## config.mk

```make
export PLATFORM = sky130hd
export DESIGN_NAME = pueo_command_encoder
export DESIGN_NICKNAME = d
export VERILOG_FILES = /design/src/rtl/pueo_command_encoder.sv
export SDC_FILE = /design/constraint.sdc
export NUM_CORES = 1
export LEC_CHECK = 0
export ABC_AREA = 1
export BUFFER_PORTS_ARGS = -buffer_cell sky130_fd_sc_hd__buf_2
export CAP_MARGIN = 10
export CORE_MARGIN = 3
export CORE_UTILIZATION = 45
export DETAILED_ROUTE_END_ITERATION = 7
export PLACE_DENSITY = 0.66
export SYNTH_ARGS = -nofsm -noshare
export SYNTH_HDL_FRONTEND = slang
export SYNTH_SLANG_ARGS = --single-unit
```

## constraint.sdc

```tcl
create_clock -name sysclk_i -period 2.92 [get_ports sysclk_i]
set_clock_uncertainty 0.15 [all_clocks]
set_input_delay 0.584 -clock sysclk_i [delete_from_list [all_inputs] [get_ports sysclk_i]]
set_output_delay 0.584 -clock sysclk_i [all_outputs]
set_load 0.01 [all_outputs]
```

## src/rtl/pueo_command_encoder.sv

```systemverilog
// Command word builder for the SURF command link: one word per CMD_PERIOD clocks.
// Optional statistics counters are enabled with `define PUEO_CMDENC_STATS_EN.
module pueo_command_encoder #(
    parameter int CMD_PERIOD      = 8,
    parameter int TRIG_FIFO_DEPTH = 4
) (
    input  logic        sysclk_i,
    input  logic        sysclk_rst_i,
    input  logic        rundo_sync_i,
    input  logic        runrst_i,
    input  logic        runstop_i,
    input  logic        mode1_rst_i,
    input  logic [1:0]  fw_mark_i,
    input  logic        fw_mode_i,
    input  logic [7:0]  cmdproc_tdata,
    input  logic        cmdproc_tvalid,
    input  logic        cmdproc_tlast,
    output logic        cmdproc_tready,
    input  logic [7:0]  fw_tdata,
    input  logic        fw_tvalid,
    output logic        fw_tready,
    input  logic [13:0] trig_time_i,
    input  logic        trig_valid_i,
    output logic        trig_overflow_o,
`ifdef PUEO_CMDENC_STATS_EN
    output logic [15:0] msg_count_o,
    output logic [15:0] trig_count_o,
    output logic [15:0] trig_drop_count_o,
`endif
    output logic [31:0] command_o,
    output logic        command_valid_o
);

    localparam int PW = $clog2(CMD_PERIOD);
    localparam int AW = $clog2(TRIG_FIFO_DEPTH);

    logic [PW-1:0] phase;
    logic          rst_pend, stop_pend, sync_pend;
    logic          m1rst_pend, marka_pend, markb_pend;
    logic [13:0]   trig_mem [TRIG_FIFO_DEPTH];
    logic [AW-1:0] wr_ptr, rd_ptr;
    logic [AW:0]   trig_cnt;

    logic        build, eff_rst, eff_stop, eff_sync, eff_m1rst, eff_ma, eff_mb, spec_any;
    logic        cp_take, fw_take, m1_take, msg, pop, push_ok, ovf;
    logic [1:0]  runcmd, m1_type;
    logic [7:0]  m1_data;
    logic [13:0] trig_t;
    logic [31:0] word;

    // Sticky requests merge with same-cycle pulses so a build-cycle request makes that word.
    assign build     = &phase;
    assign eff_rst   = rst_pend   | runrst_i;
    assign eff_stop  = stop_pend  | runstop_i;
    assign eff_sync  = sync_pend  | rundo_sync_i;
    assign eff_m1rst = m1rst_pend | mode1_rst_i;
    assign eff_ma    = marka_pend | fw_mark_i[0];
    assign eff_mb    = markb_pend | fw_mark_i[1];
    assign spec_any  = eff_m1rst | eff_ma | eff_mb;

    assign cmdproc_tready = build & ~sysclk_rst_i & ~spec_any & ~fw_mode_i;
    assign fw_tready      = build & ~sysclk_rst_i & ~spec_any &  fw_mode_i;
    assign cp_take        = cmdproc_tvalid & cmdproc_tready;
    assign fw_take        = fw_tvalid & fw_tready;

    assign pop     = build & (trig_cnt != {(AW+1){1'b0}});
    assign push_ok = trig_valid_i & ((trig_cnt != (AW+1)'(TRIG_FIFO_DEPTH)) | pop);
    assign ovf     = trig_valid_i & ~push_ok;

    // Arbitrate the run command and the mode1 source for the word being built.
    always_comb begin
        runcmd  = 2'b00;
        m1_type = 2'b00;
        m1_data = 8'h00;
        m1_take = 1'b0;
        if (eff_rst)       runcmd = 2'b10;
        else if (eff_stop) runcmd = 2'b11;
        else if (eff_sync) runcmd = 2'b01;
        else               runcmd = 2'b00;

        if (eff_m1rst) begin
            m1_data = 8'h01;
            m1_take = 1'b1;
        end else if (eff_ma) begin
            m1_data = 8'h02;
            m1_take = 1'b1;
        end else if (eff_mb) begin
            m1_data = 8'h03;
            m1_take = 1'b1;
        end else if (fw_take) begin
            m1_type = 2'b11;
            m1_data = fw_tdata;
            m1_take = 1'b1;
        end else if (cp_take) begin
            m1_type = cmdproc_tlast ? 2'b11 : 2'b01;
            m1_data = cmdproc_tdata;
            m1_take = 1'b1;
        end else begin
            m1_take = 1'b0;
        end

        msg    = (runcmd != 2'b00) | m1_take;
        trig_t = pop ? trig_mem[rd_ptr] : 14'h0000;
        word   = {~msg, 3'b000, runcmd, m1_type, m1_data, pop, 1'b0, trig_t};
    end

    // Trigger queue storage; occupancy and pointers are reset in the main block.
    always_ff @(posedge sysclk_i) begin
        if (push_ok) trig_mem[wr_ptr] <= trig_time_i;
    end

    // Phase counter, pending flags, trigger pointers and the registered command word.
    always_ff @(posedge sysclk_i) begin
        if (sysclk_rst_i) begin
            phase           <= {PW{1'b0}};
            rst_pend        <= 1'b0;
            stop_pend       <= 1'b0;
            sync_pend       <= 1'b0;
            m1rst_pend      <= 1'b0;
            marka_pend      <= 1'b0;
            markb_pend      <= 1'b0;
            wr_ptr          <= {AW{1'b0}};
            rd_ptr          <= {AW{1'b0}};
            trig_cnt        <= {(AW+1){1'b0}};
            command_o       <= 32'h8000_0000;
            command_valid_o <= 1'b0;
            trig_overflow_o <= 1'b0;
        end else begin
            phase           <= phase + {{(PW-1){1'b0}}, 1'b1};
            command_valid_o <= build;
            trig_overflow_o <= ovf;
            if (build) begin
                // Only the highest-priority item is consumed; losers stay pending.
                rst_pend   <= 1'b0;
                stop_pend  <= eff_stop & eff_rst;
                sync_pend  <= eff_sync & (eff_rst | eff_stop);
                m1rst_pend <= 1'b0;
                marka_pend <= eff_ma & eff_m1rst;
                markb_pend <= eff_mb & (eff_m1rst | eff_ma);
                command_o  <= word;
            end else begin
                rst_pend   <= eff_rst;
                stop_pend  <= eff_stop;
                sync_pend  <= eff_sync;
                m1rst_pend <= eff_m1rst;
                marka_pend <= eff_ma;
                markb_pend <= eff_mb;
            end
            if (push_ok) wr_ptr <= wr_ptr + {{(AW-1){1'b0}}, 1'b1};
            if (pop)     rd_ptr <= rd_ptr + {{(AW-1){1'b0}}, 1'b1};
            trig_cnt <= trig_cnt + (AW+1)'(push_ok) - (AW+1)'(pop);
        end
    end

`ifdef PUEO_CMDENC_STATS_EN
    // Saturating statistics on built words and dropped triggers.
    always_ff @(posedge sysclk_i) begin
        if (sysclk_rst_i) begin
            msg_count_o       <= 16'h0000;
            trig_count_o      <= 16'h0000;
            trig_drop_count_o <= 16'h0000;
        end else begin
            if (build && msg && (msg_count_o != 16'hFFFF))
                msg_count_o <= msg_count_o + 16'h0001;
            if (pop && (trig_count_o != 16'hFFFF))
                trig_count_o <= trig_count_o + 16'h0001;
            if (ovf && (trig_drop_count_o != 16'hFFFF))
                trig_drop_count_o <= trig_drop_count_o + 16'h0001;
        end
    end
`endif

endmodule
```

==> results of run 1 <==
[registers in the layout, indices dropped and copies added, names as in the netlist, named ones only]
register	flops
trig_mem	56
command_o	28
phase	3
trig_cnt	3
rd_ptr	2
wr_ptr	2
command_valid_o	1
m1rst_pend	1
marka_pend	1
markb_pend	1
rst_pend	1
stop_pend	1
sync_pend	1
trig_overflow_o	1
[worst register-to-register path: stages (launching register included)]
cell     delay, ps
dfxtp_1        320
ha_1           190
ha_2           230
o21ai_2        330
ha_1           180
inv_1           40
ha_1           180
fa_1           380
or2_2          300
a21oi_1        110
[power by group through the flow]
stage               clock (mW)  sequential [mW]  combinational, mW
floorplan                    0             1.68              0.141
global placement             0             1.69              0.225
detailed placement           0             1.69              0.230
CTS                       1.01             1.66              0.231
global route              1.06             1.66              0.263
finish                   0.974             1.65              0.227
[cells in the mapped netlist]
master	instances
nand3_4	1
o21ai_0	7
inv_2	2
o21ai_1	1
nor2_1	40
a21oi_2	1
o21bai_1	1
a22oi_1	13
a21oi_1	22
inv_1	26
a32o_1	2
nor4_1	1
dfxtp_1	48
nand2_1	86
o21ai_2	1
a31oi_1	3
xor2_1	1
buf_4	5
nand2_4	1
conb_1	1
or2_2	1
nand4_1	2
nand3_1	6
nor3_1	1
ha_1	8
inv_4	1
nor2_8	2
buf_1	2
clkinv_2	1
buf_2	5
clkbuf_1	6
nand3_2	3
fa_1	1
edfxtp_1	56
a32oi_1	13
[final cells by class]
type	count	area share (%)
multi-input combinational	222	25.30
tap	105	2.761
sequential	104	55.54
timing repair buffer	83	9.203
clock inverter	7	2.156
inverter	30	2.445
clock buffer	9	2.603
[what timing repair did]
item                                    CTS  global route
endpoints found under the setup margin    0             2
gates resized for setup                   0             1
endpoints found under the hold margin     0             0
[worst paths after layout]
kind / start / end / depth (start not counted)
min reg2reg: phase[0] / phase[0] / 1
min: phase[0] / phase[0] / 1
max reg2reg: phase[0] / trig_cnt[2] / 9
max: phase[0] / cmdproc_tready / 10
[stage by stage]
step	hold WS, ps	power (mW)	instance area [um^2]
finish	271.0	2.856	4758
global route	267.5	2.989	4758
CTS	255.4	2.894	4756
detailed placement	263.1	1.919	4529
global placement	250.0	1.911	4529
floorplan	239.6	1.826	4053
[logic make-up after synthesis]
| kind of cell | Yosys count | synth area share, % |
|---|---|---|
| compound gates | 64 | 10.53 |
| xor+xnor | 1 | 0.2168 |
| fa+ha+maj | 9 | 2.972 |
| buf+inv | 48 | 5.170 |
| flops | 104 | 65.39 |
| other cells | 1 | 0.09279 |
| simple gates | 144 | 15.63 |
[per-layer routing]
metal | track usage (%) | vias to the layer above | share of wire [%]
met5 | 0 | - | 0
met4 | 4.456 | 0 | 1.1
met3 | 4.844 | 6 | 7.7
met2 | 26.08 | 88 | 46
met1 | 21.44 | 1251 | 45
li1 | - | 1421 | -
==> out/results.txt, run 1 <==
Status - completed
Slack of the critical path - 202.7 ps
Psw - 0.6541 mW
Yosys reg bits - 104
Synth area leader - edfxtp_1
DRC - 0
Final WL - 7.968 mm
First-pass GRT wire length - 12.74 mm
Critical Path AT - 1980 ps
Largest net degree at the start of global routing - 30
IO Pins - 79
Cts-stage hold buffer count - 0
Mean post-synth cell area - 10.89 um^2
Critical path launch point type - flip-flop
Unique cell type count in the Yosys netlist - 35
Logic pwr share - 8.0%
Vias post-DR - 2766
Clk slew on worst S/H paths - 90 ps
CTS sink count - 104
Hold crit path type - reg -> reg
Final Critical Period - 2717 ps
Max FO, Critical Path - 17
Synth top area share - 41.61%
Sequence of cells on the critical path - ha_1 > ha_2 > inv_4 > buf_4 > nor2_8 > nand2_4 > nor2_8 > inv_1 > nor2_1 > buf_2
DR vias/cell - 4.939
Max VDD drop - 0.2833 mV
Final setup vio count - 0
Crit path kind - reg -> out
Initial DRC count - 138
CP Capture Type - primary output
# rows - 33
Wire length per cell - 14.23 um
Total iterations of the first detailed-routing run - 4
Placed cells - 544
Seq. cell area - 2643 um^2
Gr ovfl total - 0
Final Hold Fails - 0
Layout Area Growth over Synthesis - 17.74%
Most common cell on crit path - nor2_8
Initial Util - 47.75%
Die width - 100.8 um
Clock network fraction of total power - 34.1%
Finished Layout Cells - 560
Slowest stage delay, CP - 340 ps
Antenna-violating nets left - 0
Post-CTS Setup Bufs - 0
Sequential fraction of the synthesis area - 65.39%
Most common cell after layout, fill and taps aside - nand2_1
Fin crit share - 93.06%
Ant diodes - 0
Yosys warning total - 0
Crit path buffers/inverters - 4
RSZ-0062 raised after global routing - false
Total CTS buffers - 9
Max Cap Violations - 0
PortBufs - 74
# nets final - 502
DP Worst Slack - 365.0 ps
Die area - 10150 um^2
TritonCTS clock tree - yes
Die Y - 100.8 um
Crit path max-delay family - buffers and inverters
Final slew viol count - 0
Final core occ - 56.22%
Synth top area cells - edfxtp_1 (42%), dfxtp_1 (24%), nand2_1 (8.0%), nor2_1 (3.7%), a32oi_1 (2.8%)
Total track usage - 16.25%
Commonest cells after routing, fill and taps aside - nand2_1 (86), buf_2 (74), edfxtp_1 (56), dfxtp_1 (48), nor2_1 (40)
Synthesized area - 4041 um^2
Area of the multi-input gates - 1204 um^2
GP Congestion - 0.7982
Worst-Skew Late Latency - 350 ps
Core area - 8464 um^2
Dpl hpwl - 5.514 mm
Fillcell total - 703
Relative slew slack - 39.79%
Sw frac - 22.91%
Post-Synthesis Cells - 371
Worst Tran Pin Value - 901.9 ps
F_max - 368.0 MHz
Root Buffer - clkbuf_8
Cell area power density - 600.1 nW/um^2
CP required - 2190 ps
Htree depth - 3
Leakage - 2.035 nW
Fraction of layout instances using a drive strength above 1 - 25.05%
Vias in the first global route - 2607
Sum Neg Setup Slack - 0 ps
Sequential power share - 58.0%
Cell internal pwr - 2.202 mW
Maximum clock insertion buffer count - 2
Worst path slowest cell - dfxtp_1
Initial antenna violation count - 0
Reg2reg setup slack - 450 ps
Power figures use the tool's default switching activity.
==> run 2: changes to the inputs <==
- RECOVER_POWER: default -> 50
==> out/results.txt, run 2 (same netlist as run 1, synthesis figures left out) <==
Hold crit path type - reg -> reg (unchanged)
Max VDD drop - 0.2830 mV (was 0.2833 mV)
Largest net degree at the start of global routing - 30 (unchanged)
Commonest cells after routing, fill and taps aside - nand2_1 (86), edfxtp_1 (56), dfxtp_1 (48), clkbuf_1 (43), nor2_1 (40) (was nand2_1 (86), buf_2 (74), edfxtp_1 (56), dfxtp_1 (48), nor2_1 (40))
CP required - 2190 ps (about the same)
Final Hold Fails - 0 (unchanged)
Sw frac - 22.96% (was 22.91%)
Slowest stage delay, CP - 340 ps (about the same)
Sequence of cells on the critical path - ha_1 > ha_2 > inv_4 > buf_4 > nor2_8 > nand2_4 > nor2_8 > inv_1 > nor2_1 > buf_2 (unchanged)
Die width - 100.8 um (unchanged)
Maximum clock insertion buffer count - 2 (unchanged)
Worst Tran Pin Value - 913.4 ps (was 901.9 ps)
Largest regs - trig_mem x56, command_o x28 (unchanged)
Wire length per cell - 14.43 um (was 14.23 um)
Gr ovfl total - 0 (unchanged)
Die Y - 100.8 um (unchanged)
Cts-stage hold buffer count - 0 (unchanged)
Final Critical Period - 2715 ps (was 2717 ps)
Met1 WL - 3.672 mm (was 3.582 mm)
IO Pins - 79 (unchanged)
Psw - 0.6551 mW (was 0.6541 mW)
# rows - 33 (unchanged)
Initial Util - 47.75% (unchanged)
Metal3 WL - 624 um (was 616 um)
Reg2reg setup slack - 450 ps (about the same)
PortBufs - 74 (unchanged)
Final WL - 8.081 mm (was 7.968 mm)
Htree depth - 3 (unchanged)
Vias post-DR - 2788 (was 2766)
CTS sink count - 104 (unchanged)
First-pass GRT wire length - 12.74 mm (unchanged)
Initial DRC count - 148 (was 138)
Die area - 10150 um^2 (unchanged)
Worst-Skew Late Latency - 350 ps (about the same)
Critical Path AT - 1980 ps (about the same)
Root Buffer - clkbuf_8 (unchanged)
Most common cell after layout, fill and taps aside - nand2_1 (unchanged)
Initial antenna violation count - 0 (unchanged)
DR vias/cell - 4.979 (was 4.939)
CP Capture Type - primary output (unchanged)
Ant diodes - 0 (unchanged)
Antenna-violating nets left - 0 (unchanged)
Highest Signal Layer - met4 (unchanged)
Logic pwr share - 7.9% (was 8.0%)
Hold-critical path endpoint - phase[0] (unchanged)
Number of flip-flops in the largest register - 56 (unchanged)
Final slew viol count - 0 (unchanged)
Placed cells - 544 (unchanged)
Relative slew slack - 39.03% (was 39.79%)
Finished Layout Cells - 560 (unchanged)
Fin crit share - 92.99% (was 93.06%)
F_max - 368.3 MHz (was 368.0 MHz)
# nets final - 502 (unchanged)
Worst Hold Depth - 1 (unchanged)
Clock network fraction of total power - 34.1% (about the same)
TritonCTS clock tree - yes (unchanged)
Leakage - 1.872 nW (was 2.035 nW)
Total CTS buffers - 9 (unchanged)
Layout Area Growth over Synthesis - 16.41% (was 17.74%)
Max FO, Critical Path - 17 (unchanged)
Critical path launch point type - flip-flop (unchanged)
Worst path slowest cell - dfxtp_1 (unchanged)
Status - completed (unchanged)
Reg2reg path depth - 9 (unchanged)
Max Cap Violations - 0 (unchanged)
Crit path max-delay family - buffers and inverters (unchanged)
Dpl hpwl - 5.514 mm (unchanged)
GP Congestion - 0.7982 (unchanged)
Sum Neg Setup Slack - 0 ps (unchanged)
DR WL met2 - 3.714 mm (was 3.680 mm)
Core area - 8464 um^2 (unchanged)
RR Startpoint - phase[0] (unchanged)
Cell area power density - 606.6 nW/um^2 (was 600.1 nW/um^2)
Largest Register - trig_mem (unchanged)
Fraction of layout instances using a drive strength above 1 - 15.60% (was 25.05%)
Crit path kind - reg -> out (unchanged)
Crit path buffers/inverters - 4 (unchanged)
Clk slew on worst S/H paths - 90 ps (about the same)
Most common cell on crit path - nor2_8 (unchanged)
DRC - 0 (unchanged)
Hold Crit Start - phase[0] (unchanged)
Cell internal pwr - 2.198 mW (was 2.202 mW)
Total track usage - 16.25% (unchanged)
RSZ-0062 raised after global routing - false (unchanged)
Reg2reg end - trig_cnt[2] (unchanged)
Vias in the first global route - 2607 (unchanged)
Sequential power share - 58.0% (about the same)
Final setup vio count - 0 (unchanged)
Total iterations of the first detailed-routing run - 4 (unchanged)
## run 2: changes by cell type in the layout (fill, tap and decap cells not counted)
cell      delta
buf_2       -43
clkbuf_1    +43
## run 2: stage by stage
| step | worst slack, ps | power, mW | cell area, um^2 | hold slack, ps | util [%] |
|---|---|---|---|---|---|
| after floorplan | 290.7 | 1.826 | 4053 | 239.6 | - |
| after detailed placement | 365.0 | 1.919 | 4529 | 263.1 | 53.51 |
| after CTS | 88.29 | 2.894 | 4756 | 255.4 | 56.19 |
| final | 204.7 | 2.854 | 4705 | 271.0 | 55.58 |
| after global placement | 437.8 | 1.911 | 4529 | 250.0 | 53.51 |
| after global routing | 9.615 | 2.986 | 4705 | 267.5 | 55.58 |
## run 2: worst max-delay path by stage
| stage | slack, ps | endpoint | cells after the start | startpoint |
|---|---|---|---|---|
| 2_1_floorplan | 290 | trig_cnt[2] | 11 | phase[0] |
| 3_3_place_gp | 440 | trig_cnt[2] | 9 | phase[0] |
| 3_5_place_dp | 370 | trig_cnt[2] | 9 | phase[0] |
| 4_1_cts | 90 | cmdproc_tready | 10 | phase[0] |
| 5_1_grt | 10 | fw_tready | 10 | phase[0] |
| 6_report | 200 | cmdproc_tready | 10 | phase[0] |
## run 2: cell type report
cell class / count / area [um^2]
Multi-Input combinational cell: 222 / 1204
Fill cell: 726 / 3760
Clock inverter: 7 / 102.6
Sequential cell: 104 / 2643
Inverter: 30 / 116.4
Clock buffer: 9 / 123.9
Timing Repair Buffer: 83 / 384.1
Tap cell: 105 / 131.4
## run 2: layer usage
layer | global-route usage (%) | up-vias
met1 | 21.44 | 1276
met5 | 0 | -
met3 | 4.844 | 5
li1 | - | 1422
met4 | 4.456 | 0
met2 | 26.08 | 85
## run 2: power groups by stage
| stage | logic (mW) | clock network (mW) | registers [mW] |
|---|---|---|---|
| detailed placement | 0.230 | 0 | 1.69 |
| global placement | 0.225 | 0 | 1.69 |
| floorplan | 0.141 | 0 | 1.68 |
| global route | 0.260 | 1.06 | 1.66 |
| CTS | 0.231 | 1.01 | 1.66 |
| finish | 0.225 | 0.973 | 1.66 |
## run 2: what timing repair did
action | CTS | global route
setup buffers | 0 | 0
gates resized for setup | 0 | 1
endpoints found under the setup margin | 0 | 2
endpoints found under the hold margin | 0 | 0
